$ cat src/rtl/clas_pipe_if.sv
// Operand/result handshake bundle for clas_pipe.
// The master drives operands and out_ready; the slave is the adder pipe.
interface clas_pipe_if #(
  parameter int WIDTH = 32
);
  logic             in_valid;
  logic             in_ready;
  logic             sel;
  logic [WIDTH-1:0] a;
  logic [WIDTH-1:0] b;
  logic             out_valid;
  logic             out_ready;
  logic [WIDTH-1:0] result;
  logic             c_out;
  logic             ovf;
  logic             zero;
  logic             neg;

  modport master (
    output in_valid, sel, a, b, out_ready,
    input  in_ready, out_valid, result, c_out, ovf, zero, neg
  );

  modport slave (
    input  in_valid, sel, a, b, out_ready,
    output in_ready, out_valid, result, c_out, ovf, zero, neg
  );
endinterface

$ cat src/rtl/clas_pipe.sv
// Pipelined CLA add/sub: 4-bit CLA slices, carry registered every SLICES_PER_STAGE slices.
// Define CLAS_FLAGS_EN to generate the ovf/zero/neg status flags (tied to 0 otherwise).
module clas_slice (
  input  logic [3:0] a,
  input  logic [3:0] b,
  input  logic       ci,
  output logic [3:0] s,
  output logic       co
);
  logic [3:0] g, p;
  logic [3:1] c;

  assign g    = a & b;
  assign p    = a ^ b;
  assign c[1] = g[0] | (p[0] & ci);
  assign c[2] = g[1] | (p[1] & g[0]) | (p[1] & p[0] & ci);
  assign c[3] = g[2] | (p[2] & g[1]) | (p[2] & p[1] & g[0]) | (p[2] & p[1] & p[0] & ci);
  assign co   = g[3] | (p[3] & g[2]) | (p[3] & p[2] & g[1]) | (p[3] & p[2] & p[1] & g[0])
              | (&p & ci);
  assign s    = p ^ {c[3:1], ci};
endmodule

module clas_pipe #(
  parameter int WIDTH            = 32,
  parameter int SLICES_PER_STAGE = 2
) (
  input  logic        clk,
  input  logic        n_rst,
  clas_pipe_if.slave  io
);
  localparam int GW     = 4 * SLICES_PER_STAGE;
  localparam int STAGES = WIDTH / GW;

  logic             advance;
  logic [WIDTH-1:0] b_x;

  // Stalls are global: the whole pipe, bubbles included, freezes together.
  assign advance     = !io.out_valid || io.out_ready;
  assign io.in_ready = advance;
  assign b_x         = io.b ^ {WIDTH{io.sel}};

  for (genvar k = 0; k < STAGES; k++) begin : g_stage
    // Operand bits still unconsumed after this stage
    localparam int REM = WIDTH - (k + 1) * GW;

    logic [GW-1:0]             a_g, bx_g, s_g;
    logic                      ci_g, vi;
    logic [SLICES_PER_STAGE:0] cc;
    logic [(k+1)*GW-1:0]       sum_d, sum_q;
    logic                      v_q, c_q;

    if (k == 0) begin : g_in
      assign a_g   = io.a[GW-1:0];
      assign bx_g  = b_x[GW-1:0];
      assign ci_g  = io.sel;
      assign vi    = io.in_valid;
      assign sum_d = s_g;
    end else begin : g_in
      assign a_g   = g_stage[k-1].g_rem.a_q[GW-1:0];
      assign bx_g  = g_stage[k-1].g_rem.bx_q[GW-1:0];
      assign ci_g  = g_stage[k-1].c_q;
      assign vi    = g_stage[k-1].v_q;
      assign sum_d = {s_g, g_stage[k-1].sum_q};
    end

    assign cc[0] = ci_g;
    for (genvar j = 0; j < SLICES_PER_STAGE; j++) begin : g_slice
      clas_slice u_slice (
        .a  (a_g[4*j +: 4]),
        .b  (bx_g[4*j +: 4]),
        .ci (cc[j]),
        .s  (s_g[4*j +: 4]),
        .co (cc[j+1])
      );
    end

    always_ff @(posedge clk or negedge n_rst) begin
      if (!n_rst) begin
        v_q   <= 1'b0;
        c_q   <= 1'b0;
        sum_q <= '0;
      end else if (advance) begin
        v_q   <= vi;
        c_q   <= cc[SLICES_PER_STAGE];
        sum_q <= sum_d;
      end
    end

    if (k < STAGES - 1) begin : g_rem
      logic [REM-1:0] a_d, bx_d, a_q, bx_q;

      if (k == 0) begin : g_src
        assign a_d  = io.a[WIDTH-1:GW];
        assign bx_d = b_x[WIDTH-1:GW];
      end else begin : g_src
        assign a_d  = g_stage[k-1].g_rem.a_q[REM+GW-1:GW];
        assign bx_d = g_stage[k-1].g_rem.bx_q[REM+GW-1:GW];
      end

      always_ff @(posedge clk or negedge n_rst) begin
        if (!n_rst) begin
          a_q  <= '0;
          bx_q <= '0;
        end else if (advance) begin
          a_q  <= a_d;
          bx_q <= bx_d;
        end
      end
    end
  end

  assign io.out_valid = g_stage[STAGES-1].v_q;
  assign io.result    = g_stage[STAGES-1].sum_q;
  assign io.c_out     = g_stage[STAGES-1].c_q;

`ifdef CLAS_FLAGS_EN
  logic msb_ci_q;

  // Carry into the MSB recovered from its sum bit: s = a ^ b ^ c_in.
  always_ff @(posedge clk or negedge n_rst) begin
    if (!n_rst)
      msb_ci_q <= 1'b0;
    else if (advance)
      msb_ci_q <= g_stage[STAGES-1].a_g[GW-1] ^ g_stage[STAGES-1].bx_g[GW-1]
                ^ g_stage[STAGES-1].s_g[GW-1];
  end

  assign io.ovf  = msb_ci_q ^ io.c_out;
  assign io.zero = ~|io.result;
  assign io.neg  = io.result[WIDTH-1];
`else
  assign io.ovf  = 1'b0;
  assign io.zero = 1'b0;
  assign io.neg  = 1'b0;
`endif
endmodule

$ cat src/flat_wrapper.sv
// flat-port wrapper written by rule: the top's interface ports become plain ports
module clas_pipe_flat 
#(
  parameter int WIDTH            = 32,
  parameter int SLICES_PER_STAGE = 2
)
  (clk, n_rst, io_in_valid, io_sel, io_a, io_b, io_out_ready, io_in_ready, io_out_valid, io_result, io_c_out, io_ovf, io_zero, io_neg);
  clas_pipe_if #(.WIDTH(WIDTH)) io_i ();
  input  logic clk;
  input  logic n_rst;
  input wire logic [$bits(io_i.in_valid)-1:0] io_in_valid;
  input wire logic [$bits(io_i.sel)-1:0] io_sel;
  input wire logic [$bits(io_i.a)-1:0] io_a;
  input wire logic [$bits(io_i.b)-1:0] io_b;
  input wire logic [$bits(io_i.out_ready)-1:0] io_out_ready;
  output wire logic [$bits(io_i.in_ready)-1:0] io_in_ready;
  output wire logic [$bits(io_i.out_valid)-1:0] io_out_valid;
  output wire logic [$bits(io_i.result)-1:0] io_result;
  output wire logic [$bits(io_i.c_out)-1:0] io_c_out;
  output wire logic [$bits(io_i.ovf)-1:0] io_ovf;
  output wire logic [$bits(io_i.zero)-1:0] io_zero;
  output wire logic [$bits(io_i.neg)-1:0] io_neg;
  assign io_i.in_valid = io_in_valid;
  assign io_i.sel = io_sel;
  assign io_i.a = io_a;
  assign io_i.b = io_b;
  assign io_i.out_ready = io_out_ready;
  assign io_in_ready = io_i.in_ready;
  assign io_out_valid = io_i.out_valid;
  assign io_result = io_i.result;
  assign io_c_out = io_i.c_out;
  assign io_ovf = io_i.ovf;
  assign io_zero = io_i.zero;
  assign io_neg = io_i.neg;
  clas_pipe #(.WIDTH(WIDTH), .SLICES_PER_STAGE(SLICES_PER_STAGE)) u_core (.clk(clk), .n_rst(n_rst), .io(io_i));
endmodule
$ cat config.mk
export PLATFORM = sky130hd
export DESIGN_NAME = clas_pipe_flat
export DESIGN_NICKNAME = d
export VERILOG_FILES = /design/src/rtl/clas_pipe_if.sv /design/src/rtl/clas_pipe.sv /design/src/flat_wrapper.sv
export SDC_FILE = /design/constraint.sdc
export NUM_CORES = 1
export LEC_CHECK = 0
export ABC_AREA = 1
export BUFFER_PORTS_ARGS = -buffer_cell sky130_fd_sc_hd__buf_4
export CAP_MARGIN = 20
export CORE_UTILIZATION = 58
export CTS_BUF_LIST = sky130_fd_sc_hd__clkbuf_4 sky130_fd_sc_hd__clkbuf_8 sky130_fd_sc_hd__clkbuf_16
export CTS_CLUSTER_SIZE = 30
export DETAILED_ROUTE_END_ITERATION = 7
export MAX_ROUTING_LAYER = met4
export PLACE_DENSITY = 0.8
export SLEW_MARGIN = 20
export SYNTH_ARGS = -nofsm -noshare
export SYNTH_HDL_FRONTEND = slang
export SYNTH_SLANG_ARGS = --single-unit
$ cat constraint.sdc
create_clock -name clk -period 2.46 [get_ports clk]
set_clock_uncertainty 0.05 [all_clocks]
set_input_delay 0.492 -clock clk [delete_from_list [all_inputs] [get_ports clk]]
set_output_delay 0.492 -clock clk [all_outputs]
set_load 0.02 [all_outputs]
# After elaboration in Yosys (flattened, before gate mapping)
# Cells that the tools add are included.
op_classes:
  n_reduce_logical: 10
  bitwise_logic: 225
op_table:
  columns: ["op", "count"]
  rows:
  - ["1-bit bitwise AND", 120]
  - ["1-bit bitwise OR", 80]
  - ["4-bit bitwise XOR", 16]
  - ["4-bit bitwise AND", 8]
  - ["4-bit AND reduction", 8]
  - ["32-bit bitwise XOR", 1]
  - ["1-bit logical NOT", 1]
  - ["1-bit logical OR", 1]
word_totals:
  in_bits: 69
  elab_cells: 253
  regBits: 184
  out_inout_bits: 38

# Depth between registers and ports, before layout
# Gate-level depths: netlist of the first run.
logic_depth:
  ltp_word: 10
  ltp_mapped: 13
  ltp_nobuf: 11

# Modules after synthesis
# A second synthesis of the first run with hierarchy kept.
hier_totals:
  hier_cells: 1111
  area_unflattened_um2: 8838.5
modules_own_cells:
  columns: ["module", "cells_each", "area_per_inst_um2", "instances"]
  rows:
  - ["clas_pipe", 863, 7347.0, 1]
  - ["clas_slice", 31, 186.4, 8]

# Least setup slack after synthesis of the first run
# OpenSTA, ideal clock, no wires.
synth_timing:
  path_kind: "input port to flip-flop"
  from: "in io_sel"
  to: "reg u_core.g_stage[0].sum_q[5]"
  setup_slack_ps: 72
  t_required_ps: 2327
  cell_stages: 12
  setup_ps: 83
  arrival_ps: 2256
  cell_sequence: "buf_6 buf_4 xor2_1 ha_1 inv_1 nand2_1 nand3_2 nand2_2 inv_1 fa_1 xor2_1 o21ai_0"
synth_via:
  elab_chain_len: 10
  elab_cells_between_ends: 19
synth_lines:
  columns: ["element", "line_no", "source"]
  rows:
  - ["start: declaration", "flat_wrapper.sv:12", "input wire logic [$bits(io_i.sel)-1:0] io_sel;"]
  - ["32-bit bitwise XOR", "clas_pipe.sv:40", "assign b_x = io.b ^ {WIDTH{io.sel}};"]
  - ["4-bit bitwise XOR or 4-bit bitwise AND (tied branches)", "clas_pipe.sv:14, clas_pipe.sv:13", null]
  - ["1-bit bitwise AND", "clas_pipe.sv:18", "assign co = g[3] | (p[3] & g[2]) | (p[3] & p[2] & g[1]) | (p[3] & p[2] & p[1] & g[0])"]
  - ["1-bit bitwise OR or 1-bit bitwise AND (tied branches) (2 in a row)", "clas_pipe.sv:18", null]
  - ["1-bit bitwise OR", "clas_pipe.sv:18", null]
  - ["1-bit bitwise OR", "clas_pipe.sv:19", "| (&p & ci);"]
  - ["1-bit bitwise AND", "clas_pipe.sv:15", "assign c[1] = g[0] | (p[0] & ci);"]
  - ["1-bit bitwise OR", "clas_pipe.sv:15", null]
  - ["4-bit bitwise XOR *", "clas_pipe.sv:20", "assign s = p ^ {c[3:1], ci};"]
  - ["end signal: assignment", "clas_pipe.sv:85", "sum_q <= sum_d;"]
  - ["end: declaration", "clas_pipe.sv:49", "logic [(k+1)*GW-1:0] sum_d, sum_q;"]
# Mark *: on every way between the ends. The rest lies on a longest branch, timed or not.
# A chain may end at the register's enable or synchronous reset.

# Worst setup path after layout of the first run
layout_timing:
  from: "reg u_core.g_stage[0].g_rem.bx_q[2]"
  to: "reg u_core.g_stage[1].sum_q[13]"
layout_via:
  elab_chain_len: 9
  elab_cells_between_ends: 16
layout_lines:
  columns: ["element", "line_no", "source"]
  rows:
  - ["start: declaration", "clas_pipe.sv:90", "logic [REM-1:0] a_d, bx_d, a_q, bx_q;"]
  - ["start signal: assignment", "clas_pipe.sv:103", "bx_q <= '0;"]
  - ["start signal: assignment", "clas_pipe.sv:106", "bx_q <= bx_d;"]
  - ["4-bit bitwise AND or 4-bit bitwise XOR (tied branches)", "clas_pipe.sv:13, clas_pipe.sv:14", null]
  - ["1-bit bitwise AND", "clas_pipe.sv:18", null]
  - ["1-bit bitwise OR or 1-bit bitwise AND (tied branches) (2 in a row)", "clas_pipe.sv:18", null]
  - ["1-bit bitwise OR", "clas_pipe.sv:18", null]
  - ["1-bit bitwise OR *", "clas_pipe.sv:19", null]
  - ["1-bit bitwise AND *", "clas_pipe.sv:15", null]
  - ["1-bit bitwise OR *", "clas_pipe.sv:15", null]
  - ["4-bit bitwise XOR *", "clas_pipe.sv:20", null]
  - ["end signal: assignment", "clas_pipe.sv:85", null]
  - ["end: declaration", "clas_pipe.sv:49", null]
# Marks and branches as above.

==> impl_metrics.py, run 1 <==
metrics = {
    "clocking": {
        "htree_levels": 4,
        "cts_setup_buffers": 0,
        "clockBufferDepth": 2,
        "cts.sinks": 184,
        "root_buffer": "clkbuf_16",
        "cts-resized-gates": 0,
        "cts_hold_buffers": 0,
        "insertion_delay_ns": 0.43,
        "cts_tree": "yes",
        "path_clk_slew_ns": 0.07,
        "numCtsBuffers": 17,
    },
    "timing": {
        "rsz0062_at_grt": "no",
        "holdWs_ns": -0.02453,
        "max_freq_ghz": 0.5046,
        "hold_viol_final": 7,
        "slew_headroom_pct": 47.63,
        "setup_ws_ns": 0.4784,
        "finalSetupViolCount": 0,
        "final_max_slew_viol_count": 0,
        "fin_crit_ns": 1.982,
        "tns_ns": 0,
        "finalCritPeriodShare_pct": 80.55,
        "tightest_slew_ns": 0.7856,
    },
    "logic_synthesis": {
        "synth_edf_count": 0,
        "yosysTopAreaCell": "dfrtp_1",
        "synth_area_leaders": "dfrtp_1, nand2_1, o21ai_0",
        "ys_ff_latch": 184,
        "synth.most_common_cell": "nand2_1",
        "syn_area_per_cell_sq_um": 9.009,
        "ys_warn_count": 0,
        "ys_top_cells_by_count": "nand2_1, dfrtp_1, o21ai_0",
        "synthDistinctLibCells": 31,
        "yosys.area.top_type_share_pct": 54.72,
        "synth_cells": 934,
        "synth_area_sq_mm": 0.008414,
        "synthFlopType": "dfrtp_1",
        "async_flop_share_pct": 100.0,
        "ys_seq_area_share_pct": 54.72,
    },
    "route": {
        "final_antenna_net_count": 0,
        "via_per_inst": 5.063,
        "wl_per_cell_microns": 13.02,
        "dr.pass1.iters": 5,
        "drt_wl_total_mm": 15.83,
        "drcViolationCount": 0,
        "drt-initial-drc-count": 388,
        "vias": 6156,
    },
    "floorplan": {
        "die_y_microns": 122.4,
        "initial_core_util_pct": 59.92,
        "core_region_area_sq_mm": 0.01404,
        "die-area_sq_mm": 0.01499,
        "rows": 43,
        "dieWidth_microns": 122.4,
        "pin_count": 107,
    },
    "pwr": {
        "total_power_uw": 13030,
        "pwr-share-clk_pct": 24.3,
        "p_sw_uw": 4713,
        "ir_worst_vdd_v": 0.0006128,
        "p_per_area_mw_per_mm2": 1302,
        "p_int_uw": 8318,
        "p_leak_uw": 0.005131,
        "combPwrFrac_pct": 36.5,
        "p_seq_share_pct": 39.2,
        "p_sw_share_pct": 36.17,
    },
    "worst_setup_path": {
        "r2r_setup_slack_ns": 0.48,
        "reg2regPathDepth": 8,
        "critical_path.startpoint_type": "flip-flop",
        "crit_fanout": 6,
        "endpoint_kind": "flip-flop",
        "crit_type": "reg2reg",
        "cp.arrival_ns": 2.21,
        "crit_required_ns": 2.68,
        "r2r-start": "u_core.g_stage[0].g_rem.bx_q[2]",
        "regToRegEndpoint": "u_core.g_stage[1].sum_q[13]",
    },
    "cells_and_area": {
        "drive_gt1_share_pct": 15.64,
        "seq_area_sq_mm": 0.004604,
        "syn_to_final_growth_pct": 18.94,
        "fillerInstances": 1079,
        "diodes": 0,
        "layout.nets": 1131,
        "final_cells": 1216,
        "final_design_area_no_fill_sq_mm": 0.01001,
        "multi_input_area_sq_mm": 0.003262,
    },
    "global_route": {
        "antenna_found_initial": 0,
        "grt_pass1_wl_mm": 27.26,
        "grt_pass1_vias": 5935,
        "grt_max_degree": 223,
        "track_usage_pct": 24.22,
        "grt-ovfl-total": 0,
    },
    "flow_run": {
        "max_cap_viol_count": 0,
    },
    "run_status": {
        "violations": "hold timing",
        "status": "finished, violations left",
    },
    "placement": {
        "gp_congestion": 0.8091,
        "dpl_worst_slack_ns": 0.06807,
        "dp_hpwl_mm": 10.55,
        "postPlaceCellArea_sq_mm": 0.009310,
        "dp.cells": 1184,
        "io_buffers": 103,
    },
    "hold_path": {
        "hp-class": "in2async",
    },
}
## flip-flops by register name, summed over array words and instances, names as in the netlist
name                       flops
u_core.g_stage.c_q             3
u_core.g_stage.g_rem.a_q      48
u_core.g_stage.g_rem.bx_q     48
u_core.g_stage.sum_q          48
u_core.g_stage.v_q             3
u_core.io.c_out                1
u_core.io.out_valid            1
u_core.io.result              32
## cells by family (layout without fill, tap and decap cells)
logic type,after synthesis,in the layout,share of synthesized area [%]
AO/OA/AOI/OAI,154,154,9.323
XOR/XNOR,40,40,4.164
adder cells (fa/ha/maj),39,39,6.424
buffers and inverters,126,226,6.602
flip-flops,184,184,54.72
multiplexers,1,1,0.1190
other,1,3,0.04457
AND/OR/NAND/NOR,389,389,18.60
## metal layers
metal / part of all wire (%) / up-vias / track usage (%)
met1: 48 / 2905 / 32.57
met5: 0 / - / -
met3: 3.5 / 17 / 5.483
met2: 47 / 111 / 36.38
met4: 1.3 / 0 / 8.384
li1: - / 3123 / -
## final cells by class
class / instances / share of cell area, %
timing repair buffer: 115 / 9.189
clock inverter: 12 / 2.438
inverter: 79 / 2.988
clock buffer: 20 / 4.538
tap: 180 / 2.250
multi-input combinational: 626 / 32.59
sequential: 184 / 46.01
## cells in the final DEF, fill, tap and decap left out, drive strengths merged
master and count:
nand2 329, dfrtp 184, o21ai 126, buf 114, inv 79, ha 32
xnor2 28, nand3 27, a21oi 24, nor2 23, clkbuf 21, xor2 12
fa 7, bufinv 7, a21o 4, nand4 3, nand3b 3, conb 3
and2 3, clkinv 3, clkinvlp 2, mux2i 1, or2 1
## worst max path at each step
stage	slack, ns	startpoint	end
6_report	0.48	u_core.g_stage[0].g_rem.bx_q[2]	u_core.g_stage[1].sum_q[13]
5_1_grt	0.31	u_core.g_stage[2].g_rem.a_q[1]	u_core.io.result[29]
4_1_cts	0.48	u_core.g_stage[0].g_rem.bx_q[2]	u_core.g_stage[1].sum_q[13]
3_5_place_dp	0.07	io_sel	u_core.g_stage[0].sum_q[5]
3_3_place_gp	0.13	io_sel	u_core.g_stage[0].sum_q[5]
2_1_floorplan	0.07	io_sel	u_core.g_stage[0].sum_q[5]
## through the flow
stage	util, %	hold WS, ns
floorplan	-	0.1464
global placement	66.30	0.3944
detailed placement	66.30	0.4025
CTS	71.27	0.001507
global route	71.27	0.01760
finish	71.27	-0.02453
## critical path: stages (launching register included)
cell	delay (ns)
dfrtp_1	0.39
ha_1	0.37
nand2_1	0.09
clkinv_1	0.05
nand3_1	0.09
nand2_2	0.09
fa_1	0.44
xnor2_1	0.16
o21ai_0	0.09
## power groups by stage
stage | registers, uW | logic, uW | clock network (uW)
6_report | 5110 | 4760 | 3160
5_1_grt | 5250 | 5530 | 3350
4_1_cts | 5100 | 4810 | 3220
3_5_place_dp | 5130 | 4770 | 0
3_3_place_gp | 5090 | 4580 | 0
2_1_floorplan | 5290 | 3170 | 0
Power figures use the tool's default switching activity.
==> run 2, diff against run 1 <==
Settings changed: CORE_UTILIZATION 58 to 52, PLACE_DENSITY 0.8 to 0.76.
Clock period 2.46 ns to 1.6 ns, I/O delays scaled along.
==> impl_metrics.py, run 2 (synthesis results as in run 1) <==
metrics = {
    "run_status": {
        "status": "finished, violations left",
        "violations": "setup timing",
    },
    "timing": {
        "finalCritPeriodShare_pct": 109.8,
        "finalSetupViolCount": 6,
        "hold_viol_final": 0,
        "setup_ws_ns": -0.1564,
        "max_freq_ghz": 0.5694,
        "fin_crit_ns": 1.756,
        "tns_ns": -0.6372,
        "final_max_slew_viol_count": 0,
        "rsz0062_at_grt": "yes",
    },
    "clocking": {
        "root_buffer": "clkbuf_16",
        "path_clk_slew_ns": 0.06,
        "htree_levels": 4,
        "cts.sinks": 184,
        "cts_tree": "yes",
        "insertion_delay_ns": 0.42,
        "clockBufferDepth": 2,
        "numCtsBuffers": 17,
    },
    "cells_and_area": {
        "drive_gt1_share_pct": 23.57,
        "layout_common_cells": "nand2_1, dfrtp_1, buf_4, o21ai_0, inv_1",
        "top_regs": "u_core.g_stage.g_rem.a_q: 48 flops, u_core.g_stage.g_rem.bx_q: 48 flops, u_core.g_stage.sum_q: 48 flops",
        "final_cells": 1302,
        "final_common_cell": "nand2_1",
        "syn_to_final_growth_pct": 26.77,
        "layout.nets": 1181,
        "diodes": 0,
    },
    "route": {
        "vias": 6332,
        "via_per_inst": 4.863,
        "final_antenna_net_count": 0,
        "dr.pass1.iters": 5,
        "drt-initial-drc-count": 366,
        "wl_per_cell_microns": 13.19,
        "drt_wl_total_mm": 17.18,
        "drcViolationCount": 0,
    },
    "floorplan": {
        "initial_core_util_pct": 53.16,
        "rows": 46,
        "core_region_area_sq_mm": 0.01583,
        "pin_count": 107,
        "die_y_microns": 129.2,
        "die-area_sq_mm": 0.01669,
        "dieWidth_microns": 129.2,
    },
    "worst_setup_path": {
        "crit_fanout": 2,
        "crit_family": "adder cells",
        "slowest_stage": "fa_2",
        "crit_buf_inv": 0,
        "critical_path.startpoint_type": "flip-flop",
        "crit_type": "reg2reg",
        "reg2regPathDepth": 8,
        "r2r-start": "u_core.g_stage[1].g_rem.a_q[0]",
        "crit_required_ns": 1.90,
        "regToRegEndpoint": "u_core.g_stage[2].sum_q[20]",
        "r2r_setup_slack_ns": -0.16,
        "endpoint_kind": "flip-flop",
        "worstPathCellList": "ha_1, nand2_1, nand2_2, nand3_2, nand2_2, fa_2, nand2_1, o21ai_1",
        "cp.arrival_ns": 2.05,
        "critPathMaxStageDelay_ns": 0.52,
    },
    "hold_path": {
        "hp-class": "in2reg",
        "whs_path_depth": 3,
        "min_from": "io_a[10]",
        "min_to": "u_core.g_stage[0].g_rem.a_q[2]",
    },
    "global_route": {
        "grt_pass1_wl_mm": 28.57,
        "grt_max_degree": 75,
        "track_usage_pct": 22.69,
        "antenna_found_initial": 0,
        "grt-ovfl-total": 0,
        "grt_pass1_vias": 6059,
    },
    "placement": {
        "io_buffers": 103,
        "dp.cells": 1256,
        "dpl_worst_slack_ns": -0.4509,
        "gp_congestion": 0.7985,
        "dp_hpwl_mm": 11.28,
    },
    "pwr": {
        "ir_worst_vdd_v": 0.001095,
        "p_per_area_mw_per_mm2": 1965,
        "p_leak_uw": 0.005394,
    },
    "flow_run": {
        "max_cap_viol_count": 0,
    },
}
-- run 2: cell types whose count changed in the layout (fill, tap and decap cells not counted), sizes merged --
cell         before  now
buf             114  163
bufinv            7    1
clkinv            3    6
clkinvlp          2    5
clkbuf           21   22
dlygate4sd3       0    1
inv              79   78
-- run 2: per-stage QoR --
step / hold WS, ns / util (%) / total power, uW / cell area [sq um]
after floorplan: -0.02559 / - / 13240 / 8533
after global placement: 0.2278 / 61.89 / 15820 / 9796
after detailed placement: 0.2276 / 61.89 / 16180 / 9796
after CTS: 0.02198 / 66.35 / 20670 / 10500
after global routing: 0.03293 / 67.39 / 22610 / 10670
final: 0.03379 / 67.39 / 20970 / 10670
-- run 2: how the worst max path moves through the flow --
| stage | startpoint | slack (ns) | end | cells past startpoint |
|---|---|---|---|---|
| CTS | u_core.g_stage[1].g_rem.bx_q[0] | -0.14 | u_core.g_stage[2].sum_q[20] | 8 |
| detailed placement | io_sel | -0.45 | u_core.g_stage[0].sum_q[5] | 11 |
| floorplan | io_sel | -0.50 | u_core.g_stage[0].sum_q[4] | 11 |
| finish | u_core.g_stage[1].g_rem.a_q[0] | -0.16 | u_core.g_stage[2].sum_q[20] | 8 |
| global route | u_core.g_stage[1].g_rem.a_q[0] | -0.25 | u_core.g_stage[2].sum_q[20] | 8 |
| global placement | io_sel | -0.39 | u_core.g_stage[0].sum_q[4] | 10 |
-- run 2: what timing repair did --
item	4_1_cts	5_1_grt
pin swaps	11	13
hold buffers	1	0
buffers inserted	5	10
endpoints found under the hold margin	34	0
resized for setup	18	29
setup endpoints to repair	10	20
-- run 2: cell type report --
class	count	area [sq um]
fill	1229	5161
multi-input combinational	626	3516
tap	216	270.3
clock inverter	11	100.1
sequential	184	4604
clock buffer	21	467.9
inverter	79	305.3
timing repair buffer	165	1403
-- run 2: tightest hold or removal path, stage by stage --
cell,delay (ns)
buf_4,0.07
nand2_1,0.04
nand2_1,0.04
-- run 2: power breakdown --
| part | switching (uW) | internal, uW | total [uW] |
|---|---|---|---|
| combinational | 4930 | 4070 | 9000 |
| clock | 1740 | 2250 | 4000 |
| sequential | 1240 | 6730 | 7970 |
| total | 7910 | 13100 | 21000 |
-- run 2: routing by layer --
metal	GRT usage, %	wire length (microns)
met5	-	0
met4	7.889	259
met3	3.881	573
met2	35.23	8218
met1	30.23	8128
